File: config.mk
export PLATFORM = sky130hd
export DESIGN_NAME = load_align_unit
export DESIGN_NICKNAME = d
export VERILOG_FILES = /design/src/rtl/load_align_unit.sv
export SDC_FILE = /design/constraint.sdc
export NUM_CORES = 1
export LEC_CHECK = 0
export ABC_AREA = 1
export CORE_MARGIN = 8
export CORE_UTILIZATION = 35
export CTS_CLUSTER_SIZE = 40
export DETAILED_ROUTE_END_ITERATION = 6
export PLACE_DENSITY = 0.57
export SKIP_LAST_GASP = 1
export SLEW_MARGIN = 5
export SYNTH_ARGS = -nofsm -noshare
export SYNTH_HDL_FRONTEND = slang
export SYNTH_SLANG_ARGS = --single-unit
File: constraint.sdc
create_clock -name clk -period 2.3 [get_ports clk]
set_input_delay 0.345 -clock clk [delete_from_list [all_inputs] [get_ports clk]]
set_output_delay 0.345 -clock clk [all_outputs]
set_load 0.02 [all_outputs]
File: src/rtl/load_align_unit.sv
// Sequential load unit: issues one or two aligned bus reads, merges the beats,
// and returns the addressed byte/half/word/dword sign- or zero-extended.
module load_align_unit #(
    parameter int DW              = 32,
    parameter int AW              = 32,
    parameter int ALLOW_UNALIGNED = 1
) (
    input  logic          clk,
    input  logic          reset_n,
    input  logic          req_valid,
    output logic          req_ready,
    input  logic [AW-1:0] req_addr,
    input  logic [2:0]    req_op,
    output logic          bus_req_valid,
    input  logic          bus_req_ready,
    output logic [AW-1:0] bus_addr,
    input  logic          bus_rsp_valid,
    input  logic [DW-1:0] bus_rsp_data,
    output logic          rsp_valid,
    input  logic          rsp_ready,
    output logic [DW-1:0] rsp_data,
    output logic          rsp_err
);

    localparam int NB = DW / 8;
    localparam int LB = $clog2(NB);
    localparam logic [DW-1:0] ERR_DATA = {NB{8'hdd}};

    typedef enum logic [2:0] {IDLE, BUS0, WAIT0, BUS1, WAIT1, RESP} state_t;

    state_t          state, state_nx;
    logic [AW-1:0]   addr_q;
    logic [2:0]      op_q;
    logic [DW-1:0]   beat0_q;
    logic [DW-1:0]   rdata_q;
    logic            err_q;
    logic [AW-1:0]   base;
    logic [2*DW-1:0] merged;
    logic [DW-1:0]   result;

    function automatic int op_size(input logic [2:0] op);
        case (op)
            3'b011, 3'b100: op_size = 2;
            3'b101, 3'b111: op_size = 4;
            3'b110:         op_size = 8;
            default:        op_size = 1;
        endcase
    endfunction

    function automatic logic op_legal(input logic [2:0] op);
        op_legal = (op != 3'b000) && !(DW == 32 && (op == 3'b101 || op == 3'b110));
    endfunction

    function automatic logic misaligned(input logic [2:0] op, input logic [LB-1:0] off);
        misaligned = (int'(off) % op_size(op)) != 0;
    endfunction

    function automatic logic crosses(input logic [2:0] op, input logic [LB-1:0] off);
        crosses = (int'(off) + op_size(op)) > NB;
    endfunction

    // Shift the two-beat window down to the addressed byte, then mask and extend.
    function automatic logic [DW-1:0] extract(input logic [2*DW-1:0] m,
                                              input logic [LB-1:0]   off,
                                              input logic [2:0]      op);
        logic [2*DW-1:0] sh;
        logic [DW-1:0]   f;
        logic [DW-1:0]   ones;
        logic [DW-1:0]   mask;
        logic            sb;
        sh   = m >> (int'(off) * 8);
        f    = sh[DW-1:0];
        ones = '1;
        mask = ~(ones << (op_size(op) * 8));
        case (op)
            3'b010:  sb = f[7];
            3'b100:  sb = f[15];
            3'b111:  sb = f[31];
            default: sb = 1'b0;
        endcase
        extract = (f & mask) | (sb ? ~mask : '0);
    endfunction

    assign base   = addr_q & ~AW'(NB - 1);
    assign merged = (state == WAIT1) ? {bus_rsp_data, beat0_q} : {{DW{1'b0}}, bus_rsp_data};
    assign result = extract(merged, addr_q[LB-1:0], op_q);

    always_comb begin
        state_nx = state;
        case (state)
            IDLE: begin
                if (req_valid) begin
                    if (!op_legal(req_op) ||
                        (ALLOW_UNALIGNED == 0 && misaligned(req_op, req_addr[LB-1:0])))
                        state_nx = RESP;
                    else
                        state_nx = BUS0;
                end
            end
            BUS0:  if (bus_req_ready) state_nx = WAIT0;
            WAIT0: if (bus_rsp_valid) state_nx = crosses(op_q, addr_q[LB-1:0]) ? BUS1 : RESP;
            BUS1:  if (bus_req_ready) state_nx = WAIT1;
            WAIT1: if (bus_rsp_valid) state_nx = RESP;
            RESP:  if (rsp_ready)     state_nx = IDLE;
            default: state_nx = IDLE;
        endcase
    end

    always_ff @(posedge clk or negedge reset_n) begin
        if (!reset_n) begin
            state   <= IDLE;
            addr_q  <= '0;
            op_q    <= '0;
            beat0_q <= '0;
            rdata_q <= '0;
            err_q   <= 1'b0;
        end else begin
            state <= state_nx;
            case (state)
                IDLE: begin
                    if (req_valid) begin
                        addr_q <= req_addr;
                        op_q   <= req_op;
                        err_q  <= (state_nx == RESP);
                        if (state_nx == RESP)
                            rdata_q <= ERR_DATA;
                    end
                end
                WAIT0: begin
                    if (bus_rsp_valid) begin
                        beat0_q <= bus_rsp_data;
                        if (state_nx == RESP)
                            rdata_q <= result;
                    end
                end
                WAIT1: if (bus_rsp_valid) rdata_q <= result;
                default: ;
            endcase
        end
    end

    // Bus address is only driven while a read is being offered.
    assign req_ready     = (state == IDLE);
    assign bus_req_valid = (state == BUS0) || (state == BUS1);
    assign bus_addr      = (state == BUS0) ? base :
                           (state == BUS1) ? base + AW'(NB) : '0;
    assign rsp_valid     = (state == RESP);
    assign rsp_data      = rdata_q;
    assign rsp_err       = err_q;

endmodule
* Word-level counts from Yosys, hierarchy flattened
Cells that the tools add are included.
Cells by class: reductions and logical operators 12, mux-type cells 23, add/sub/neg operators 2, bitwise logic cells 4, magnitude comparators 1, equal/unequal tests 19, shift-type cells 2
Operators by type and width (count):
- 32-bit 2-to-1 mux | 10
- 32-bit one-hot mux with 3 select lines | 1
- 64-bit 2-to-1 mux | 1
- 32-bit NOT | 2
- 64-bit by 5-bit right shift with 32-bit output | 1
- 3-bit by 32-bit adder with 32-bit output | 1
- 32-bit by 3-bit adder with 32-bit output, second input constant | 1
- 32-bit bitwise AND | 1
- 32-bit by 4-bit greater-than comparator with 1-bit output, second input constant | 1
- 32-bit bitwise OR | 1
- 32-bit by 32-bit << shifter with 32-bit output, first input constant | 1
- 3-bit == test, second input constant | 9
- 3-bit 2-to-1 mux | 8
- 3-bit one-hot mux with 6 select lines | 1
- 3-bit by 2-bit == test with 1-bit output, second input constant | 4
- 4-bit one-hot mux with 3 select lines | 1
- 2-bit inequality test, second input constant | 4
- 6-bit AND reduction | 1
- 3-bit nonzero test | 2
- 2-bit AND reduction | 2
- 2-bit OR reduction | 2
- 3-bit by 1-bit == test with 1-bit output, second input constant | 1
- 3-bit zero test | 1
- 1-bit one-hot mux with 3 select lines | 1
- other kinds (4) | 5
Word-level totals: output and inout port bits 68, register bits 103, word-level logic and storage cells 69

* Longest topological paths before layout
Gate-level depths: netlist (run 1).
word-level depth 14, gate-level depth with buffers 21, depth with buffers taken out 18

* Least setup slack after synthesis (run 1)
OpenSTA, ideal clock, no wires.
path type register to register, from register op_q[0], to register rdata_q[1] (netlist: rsp_data[1]), cell stages (with the launch flop) 20, path buffers 3, arrival 2.498 ns, setup slack -0.263 ns, cells stage by stage dfrtp_1 > inv_1 > nand3_1 > nand2_1 > clkbuf_1 > nor2_1 > inv_1 > fa_1 > inv_1 > o21ai_0 > nand3_1 > nand2_2 > nand2_1 > nand2_1 > nand2_1 > nor2_4 > buf_6 > buf_6 > nand2_1 > nand2_1
Between the ends: longest elaborated chain between the ends 13
RTL lines:
- start, declared | RTL line 33 | logic [2:0] op_q;
- start signal, assigned | RTL line 123 | op_q <= req_op;
- 3-bit == test or 3-bit by 2-bit == test with 1-bit output (tied branches) | RTL line 42 | case (op)
- 2-bit OR reduction | RTL line 42
- 4-bit one-hot mux with 3 select lines (*) | RTL line 42
- 32-bit 2-to-1 mux (*) | RTL line 101 | WAIT0: if (bus_rsp_valid) state_nx = crosses(op_q, addr_q[LB-1:0]) ? BUS1 : RESP;
- 32-bit 2-to-1 mux (*) | RTL line 90 | case (state)
- 3-bit by 32-bit adder with 32-bit output (*) | RTL line 59 | crosses = (int'(off) + op_size(op)) > NB;
- 32-bit by 4-bit greater-than comparator with 1-bit output (*) | RTL line 59
- 3-bit 2-to-1 mux (*) (2 in series) | RTL line 101
- 3-bit one-hot mux with 6 select lines (*) | RTL line 90
- net state_nx[2] | RTL line 31 | state_t state, state_nx;
- 3-bit == test (*) | RTL line 125, 132
- 2-bit inequality test (no line) or 2-bit by 1-bit inequality test with 1-bit output (tied branches)
- 6-bit AND reduction (no line) (*)
- end signal, assigned | RTL line 133 | rdata_q <= result;
- end signal, assigned | RTL line 136 | WAIT1: if (bus_rsp_valid) rdata_q <= result;
- end, declared | RTL line 35 | logic [DW-1:0] rdata_q;
Mark *: on every way through the listed nets, which the timed path passes. The rest lies on a longest branch. The select of a mux whose other input is x is not followed. A chain may end at the register's enable or synchronous reset.

* Final worst setup path (run 1)
from register op_q[0], to register rdata_q[25] (netlist: rsp_data[25])
The elaborated chain is that of the path after synthesis.

==> reports/qor.txt, run 1 <==
status - complete, but fails checks
violated checks - setup timing
Async SR Flop Fraction - 100%
WL per Instance - 16.6 um
Slew @ Worst Pin - 529 ps
Max clock buf depth - 2
final hold slack - 478 ps
commonest register cell after synthesis - dfrtp_1
Critical Path Start - op_q[0]
Worst-path clk slew - 70 ps
global route overflow - 0
hold-critical path depth - 2
Yosys reg bits - 103
Final Non-Filler Cells - 1522
Routed Antenna Nets - 0
critical path depth in cells - 16
number of antenna violations at the first check in global routing - 2
Slew HR - 64.7%
final hold violations - 0
CP max stage cell - fa_2
post-route setup slack - -169 ps
fillcell total - 1925
Max Slew Vio Count - 0
Row Count - 51
# IOs - 141
crit-path most repeated cell - nand2_2
Worst Hold Class - flop to flop
drt first pass iters - 5
vias in the first global route - 7660
final instance area - 10200 um^2
TritonCTS Sinks - 103
layout cells sized above 1 - 25.2%
Seq. cell area - 2590 um^2
Worst Path Arrival - 2710 ps
final worst path period need - 2470 ps
Die X - 155 um
Mapped Area - 6790 um^2
global-route wire length before repair - 39200 um
critical path, cell by cell - nand2_2 > nand2_2 > inv_4 > ha_4 > inv_2 > fa_2 > inv_2 > o21ai_2 > nand3_2 > nand2_2 > nand2_4 > nand2_4 > nand3_4 > clkbuf_16 > nand2_1 > nand2_1
maxcap violations - 0
die height - 155 um
final period utilization - 107%
clock root buffer - clkbuf_16
DR iter-0 viols - 542
Diodes inserted - 0
core area - 19300 um^2
Port Buffers - 138
Final Core Density - 52.9%
Vias/cell - 5.02
pin count of the biggest net entering global routing - 59
Avg Cell Area, Syn - 6.63 um^2
WS Path Type - flop to flop
Post-synth EDFFs - 0
total wire length - 25300 um
Fmax - 405 MHz
Initial Util - 35.2%
worst flop-to-flop path startpoint - op_q[0]
cell taking the most area after synthesis - dfrtp_1
GRT Util Overall - 20.5%
Post-Synthesis Cells - 1024
H-tree depth reported by CTS - 3
top-count cell post-synth - nand2_1
yosys warns - 0
crit path max fanout - 17
Multi-input gate area - 4140 um^2
crit end category - flop
Setup Viol. Count Final - 37
Seq/Total Area, Yosys - 38.0%
power density cells - 1390 nW/um^2
Tot Pwr - 14.1 mW
GPL Wtd Cong - 0.974
Static Leak - 4.87 nW
DRC - 0
Synth top cells by count - nand2_1 (374), o21ai_0 (122), dfrtp_1 (103), nand3_1 (103), inv_1 (87)
Placement Cell Area - 9170 um^2
fin nets - 1329
CTS tree - done
P&R area growth vs syn - 50.2%
Worst VDD drop - 0.655 mV
hold path start - rsp_data[18]
pre-CTS WS - -325 ps
Crit path largest cell delay - 520 ps
Yosys top cell area share - 38.0%
clk_skew - 5.18 ps
CTS buffer count - 9
die area - 24100 um^2
critical path startpoint category - flop
Skew-Pair Late Insertion Delay - 360 ps
setup TNS - -4880 ps
delay-heaviest family, CP - simple AND/OR/NAND/NOR gates
RSZ-0062 raised after global routing - true
Crit path buffers/inverters - 4
DP Wirelength - 18300 um
Via Count - 7641
ranking of synthesized cells by area - dfrtp_1 (38%), nand2_1 (21%), o21ai_0 (9.0%)
# placed instances - 1484
post-synth cell types - 38
worst r2r path cells - 16
Data required, critical path - 2540 ps
==> layout by cell type, fill, tap and decap left out, drive strengths merged, types with 24 or more instances in the layout <==
cell | synthesis | layout
nor2 | 44 | 44
a21oi | 32 | 32
nand2 | 379 | 379
o211ai | 24 | 24
dfrtp | 103 | 103
clkdlybuf4s50 | 0 | 105
inv | 94 | 96
o21ai | 127 | 127
buf | 24 | 155
nand3 | 106 | 106
==> cell type report <==
cell class | count | share of cell area, %
tap | 265 | 3.25
clock buffer | 10 | 2.25
timing repair buffer | 272 | 24.5
sequential | 103 | 25.4
multi-input combinational | 771 | 40.6
inverter | 95 | 3.55
clock inverter | 6 | 0.442
==> worst min-delay path, delay by kind of cell (launching register included) <==
| family | cells | cell delay [ps] |
|---|---|---|
| flops | 1 | 340 |
| simple gates | 2 | 100 |
==> routing by layer <==
layer  vias up  part of all wire, %  track usage (%)
met5         -                0.099                0
met4         4                  4.2             9.94
met3        67                  6.4             5.13
met2       257                   50             36.0
met1      3522                   40             22.8
li1       3791                    -                -
==> final timing paths <==
kind	to	slack, ps
max in group asynchronous	addr_q[12]	1100
min reg2reg	rsp_data[18]	480
max	rsp_data[25]	-170
min in group asynchronous	beat0_q[30]	490
max reg2reg	rsp_data[25]	-170
min	rsp_data[18]	480
==> sequential cells by signal (all words and copies together), names as in the netlist <==
register	cells
addr_q	32
beat0_q	32
op_q	3
rsp_data	32
rsp_err	1
state	3
==> report_power, final <==
group / leakage [nW] / internal [mW] / switching (mW)
registers: 1.26 / 2.70 / 0.647
logic: 3.47 / 3.83 / 5.48
clock network: 0.137 / 0.744 / 0.731
total: 4.87 / 7.27 / 6.85
==> what timing repair did <==
| action | CTS | global route |
|---|---|---|
| hold buffers | 1 | 0 |
| gates cloned | 0 | 3 |
| pin swaps | 10 | 42 |
| setup endpoints to repair | 64 | 62 |
| buffers inserted | 4 | 17 |
| resized for setup | 169 | 154 |
| endpoints found under the hold margin | 32 | 0 |
==> cells by family (layout without fill, tap and decap cells) <==
| group | count (synthesis) | in the layout | synth area share [%] |
|---|---|---|---|
| buffers and inverters | 151 | 383 | 9.24 |
| adder cells (fa/ha/maj) | 4 | 4 | 0.848 |
| XOR/XNOR | 8 | 8 | 1.03 |
| other | 1 | 2 | 0.0553 |
| flip-flops | 103 | 103 | 38.0 |
| AO/OA/AOI/OAI | 191 | 191 | 15.3 |
| AND/OR/NAND/NOR | 566 | 566 | 35.5 |
Power figures use the tool's default switching activity.
==> run 2, diff against run 1 <==
--- a/config.mk
+++ b/config.mk
@@ -10,7 +10,8 @@
 export CORE_UTILIZATION = 35
 export CTS_CLUSTER_SIZE = 40
 export DETAILED_ROUTE_END_ITERATION = 6
-export PLACE_DENSITY = 0.57
+export MAX_ROUTING_LAYER = met4
+export PLACE_DENSITY = 0.55
 export SKIP_LAST_GASP = 1
 export SLEW_MARGIN = 5
 export SYNTH_ARGS = -nofsm -noshare
==> constraint.sdc (replaced) <==
create_clock -name clk -period 2.7 [get_ports clk]
set_input_delay 0.405 -clock clk [delete_from_list [all_inputs] [get_ports clk]]
set_output_delay 0.405 -clock clk [all_outputs]
set_load 0.02 [all_outputs]
==> reports/qor.txt, run 2 (same netlist as run 1, synthesis figures left out) <==
fin nets - 1252 (-5.8%)
final hold slack - 44.2 ps (-434 ps)
DP Wirelength - 18200 um (-0.85%)
DRC - 0 (unchanged)
global-route wire length before repair - 37900 um (-3.3%)
crit path max fanout - 7 (-10)
GPL Wtd Cong - 0.961 (-1.3%)
worst flop-to-flop path startpoint - op_q[2]
Slew @ Worst Pin - 665 ps (+136 ps)
status - completed
Routed Antenna Nets - 0 (unchanged)
TritonCTS Sinks - 103 (unchanged)
Worst-path clk slew - 70 ps (about the same)
RSZ-0062 raised after global routing - true
CTS buffer count - 9 (unchanged)
Die X - 155 um (unchanged)
CTS tree - done
# placed instances - 1421 (-4.2%)
Slew HR - 55.6% (-9.1 points)
GRT Util Overall - 20.6% (+0.095 points)
worst r2r path cells - 17 (+1)
final worst path period need - 2590 ps (+120 ps)
die height - 155 um (unchanged)
power density cells - 1210 nW/um^2 (-12%)
WL per Instance - 16.7 um (+0.29%)
final hold violations - 0 (unchanged)
Flop pwr share - 25.4% (+1.7 points)
combinational power share - 62.3% (-3.6 points)
Sw Ratio - 49.1% (+0.53 points)
Port Buffers - 138 (unchanged)
Initial Util - 35.2% (unchanged)
core area - 19300 um^2 (unchanged)
Worst VDD drop - 0.488 mV (-25%)
Max clock buf depth - 2 (unchanged)
Vias/cell - 4.97 (-0.92%)
Setup Viol. Count Final - 0 (-100%)
pin count of the biggest net entering global routing - 51 (-14%)
global route overflow - 0 (unchanged)
fillcell total - 2013 (+4.6%)
Worst Path Arrival - 2880 ps (+170 ps)
vias in the first global route - 7097 (-7.3%)
Row Count - 51 (unchanged)
P&R area growth vs syn - 35.6%
post-route setup slack - 111 ps (+280 ps)
critical path startpoint category - flop
Skew-Pair Late Insertion Delay - 360 ps (about the same)
Int Pwr - 5.69 mW (-22%)
Static Leak - 4.36 nW (-10%)
die area - 24100 um^2 (unchanged)
Final Core Density - 47.8% (-5.1 points)
layout cells sized above 1 - 14.3% (-11 points)
pre-CTS WS - -4.86 ps (+320 ps)
clk_skew - 12.5 ps (+7.30 ps)
most frequent cells in the layout - nand2_1 (345), o21ai_0 (120), clkdlybuf4s50_1 (109)
H-tree depth reported by CTS - 3 (unchanged)
Fmax - 386 MHz (-4.6%)
drt first pass iters - 6 (+1)
DR iter-0 viols - 389 (-28%)
Max Slew Vio Count - 0 (unchanged)
# IOs - 141 (unchanged)
number of antenna violations at the first check in global routing - 1 (-1)
switching power - 5.48 mW (-20%)
Via Count - 7193 (-5.9%)
Crit Reg-Reg Endpoint - rsp_data[8]
clock network fraction of total power - 12.3% (+1.9 points)
clock root buffer - clkbuf_16
crit end category - flop
R2R setup slack - 110 ps (+280 ps)
Data required, critical path - 2990 ps (+450 ps)
total wire length - 24100 um (-4.7%)
commonest non-fill, non-tap cell in the layout - nand2_1
final period utilization - 95.9% (-11 points)
final instance area - 9200 um^2 (-9.7%)
Final Non-Filler Cells - 1446 (-5.0%)
Worst Hold Class - input pin to asynchronous set/reset pin
maxcap violations - 0 (unchanged)
Placement Cell Area - 8620 um^2 (-6.0%)
WS Path Type - flop to flop
==> run 2: worst max path at each step <==
stage | start | to | depth (start not counted)
3_5_place_dp | addr_q[2] | bus_addr[26] | 11
2_1_floorplan | op_q[0] | rsp_data[1] | 19
3_3_place_gp | addr_q[3] | bus_addr[26] | 11
5_1_grt | op_q[1] | rsp_data[31] | 17
4_1_cts | addr_q[2] | bus_addr[26] | 11
6_report | op_q[2] | rsp_data[8] | 17
==> run 2: layout make-up <==
class                   count  area (um^2)  area share [%]
inverters                  95          359            3.90
multi-input cells         771         3800            41.3
repair buffers            195         1820            19.8
well taps                 265          332            3.60
diodes                      1         2.50          0.0272
clock inverters             4         53.8           0.585
flip-flops and latches    103         2580            28.0
clock buffers              12          256            2.79
==> run 2: what timing repair did <==
item	in CTS	in global routing
hold buffers	0	0
gates cloned	0	3
setup buffers	0	5
pin swaps	0	30
gates resized for setup	33	109
setup endpoints to repair	28	55
==> run 2: stage by stage <==
step	setup TNS [ps]	total power, mW
after floorplan	0	6.82
after global placement	-26.9	9.27
after detailed placement	-4.86	9.29
after CTS	-124	10.6
after global routing	-490	12.1
final	0	11.2
==> run 2: per-layer routing <==
| metal | GRT usage, % | share of wire [%] |
|---|---|---|
| met5 | - | 0 |
| met2 | 35.8 | 51 |
| met3 | 4.19 | 5.5 |
| met1 | 23.2 | 41 |
| met4 | 7.16 | 2.4 |
==> run 2: worst max-delay path, stage by stage, from the launching register on <==
cell and delay, ps:
dfrtp_2 440, inv_2 90, nand2_2 70, inv_4 70
ha_4 140, inv_2 40, fa_2 560, inv_2 40
o21ai_2 110, nand3_2 80, nand2_2 80, nand2_2 60
nand2_2 90, nand2_2 60, nor2_4 260, clkbuf_16 240
nand2_2 50, nand2_1 60
==> run 2: power by group through the flow <==
stage	combinational, mW	clock [mW]	sequential [mW]
after detailed placement	6.45	0	2.84
after global routing	7.69	1.46	2.95
after floorplan	3.81	0	3.00
after CTS	6.38	1.42	2.82
final	6.96	1.38	2.84
after global placement	6.42	0	2.85
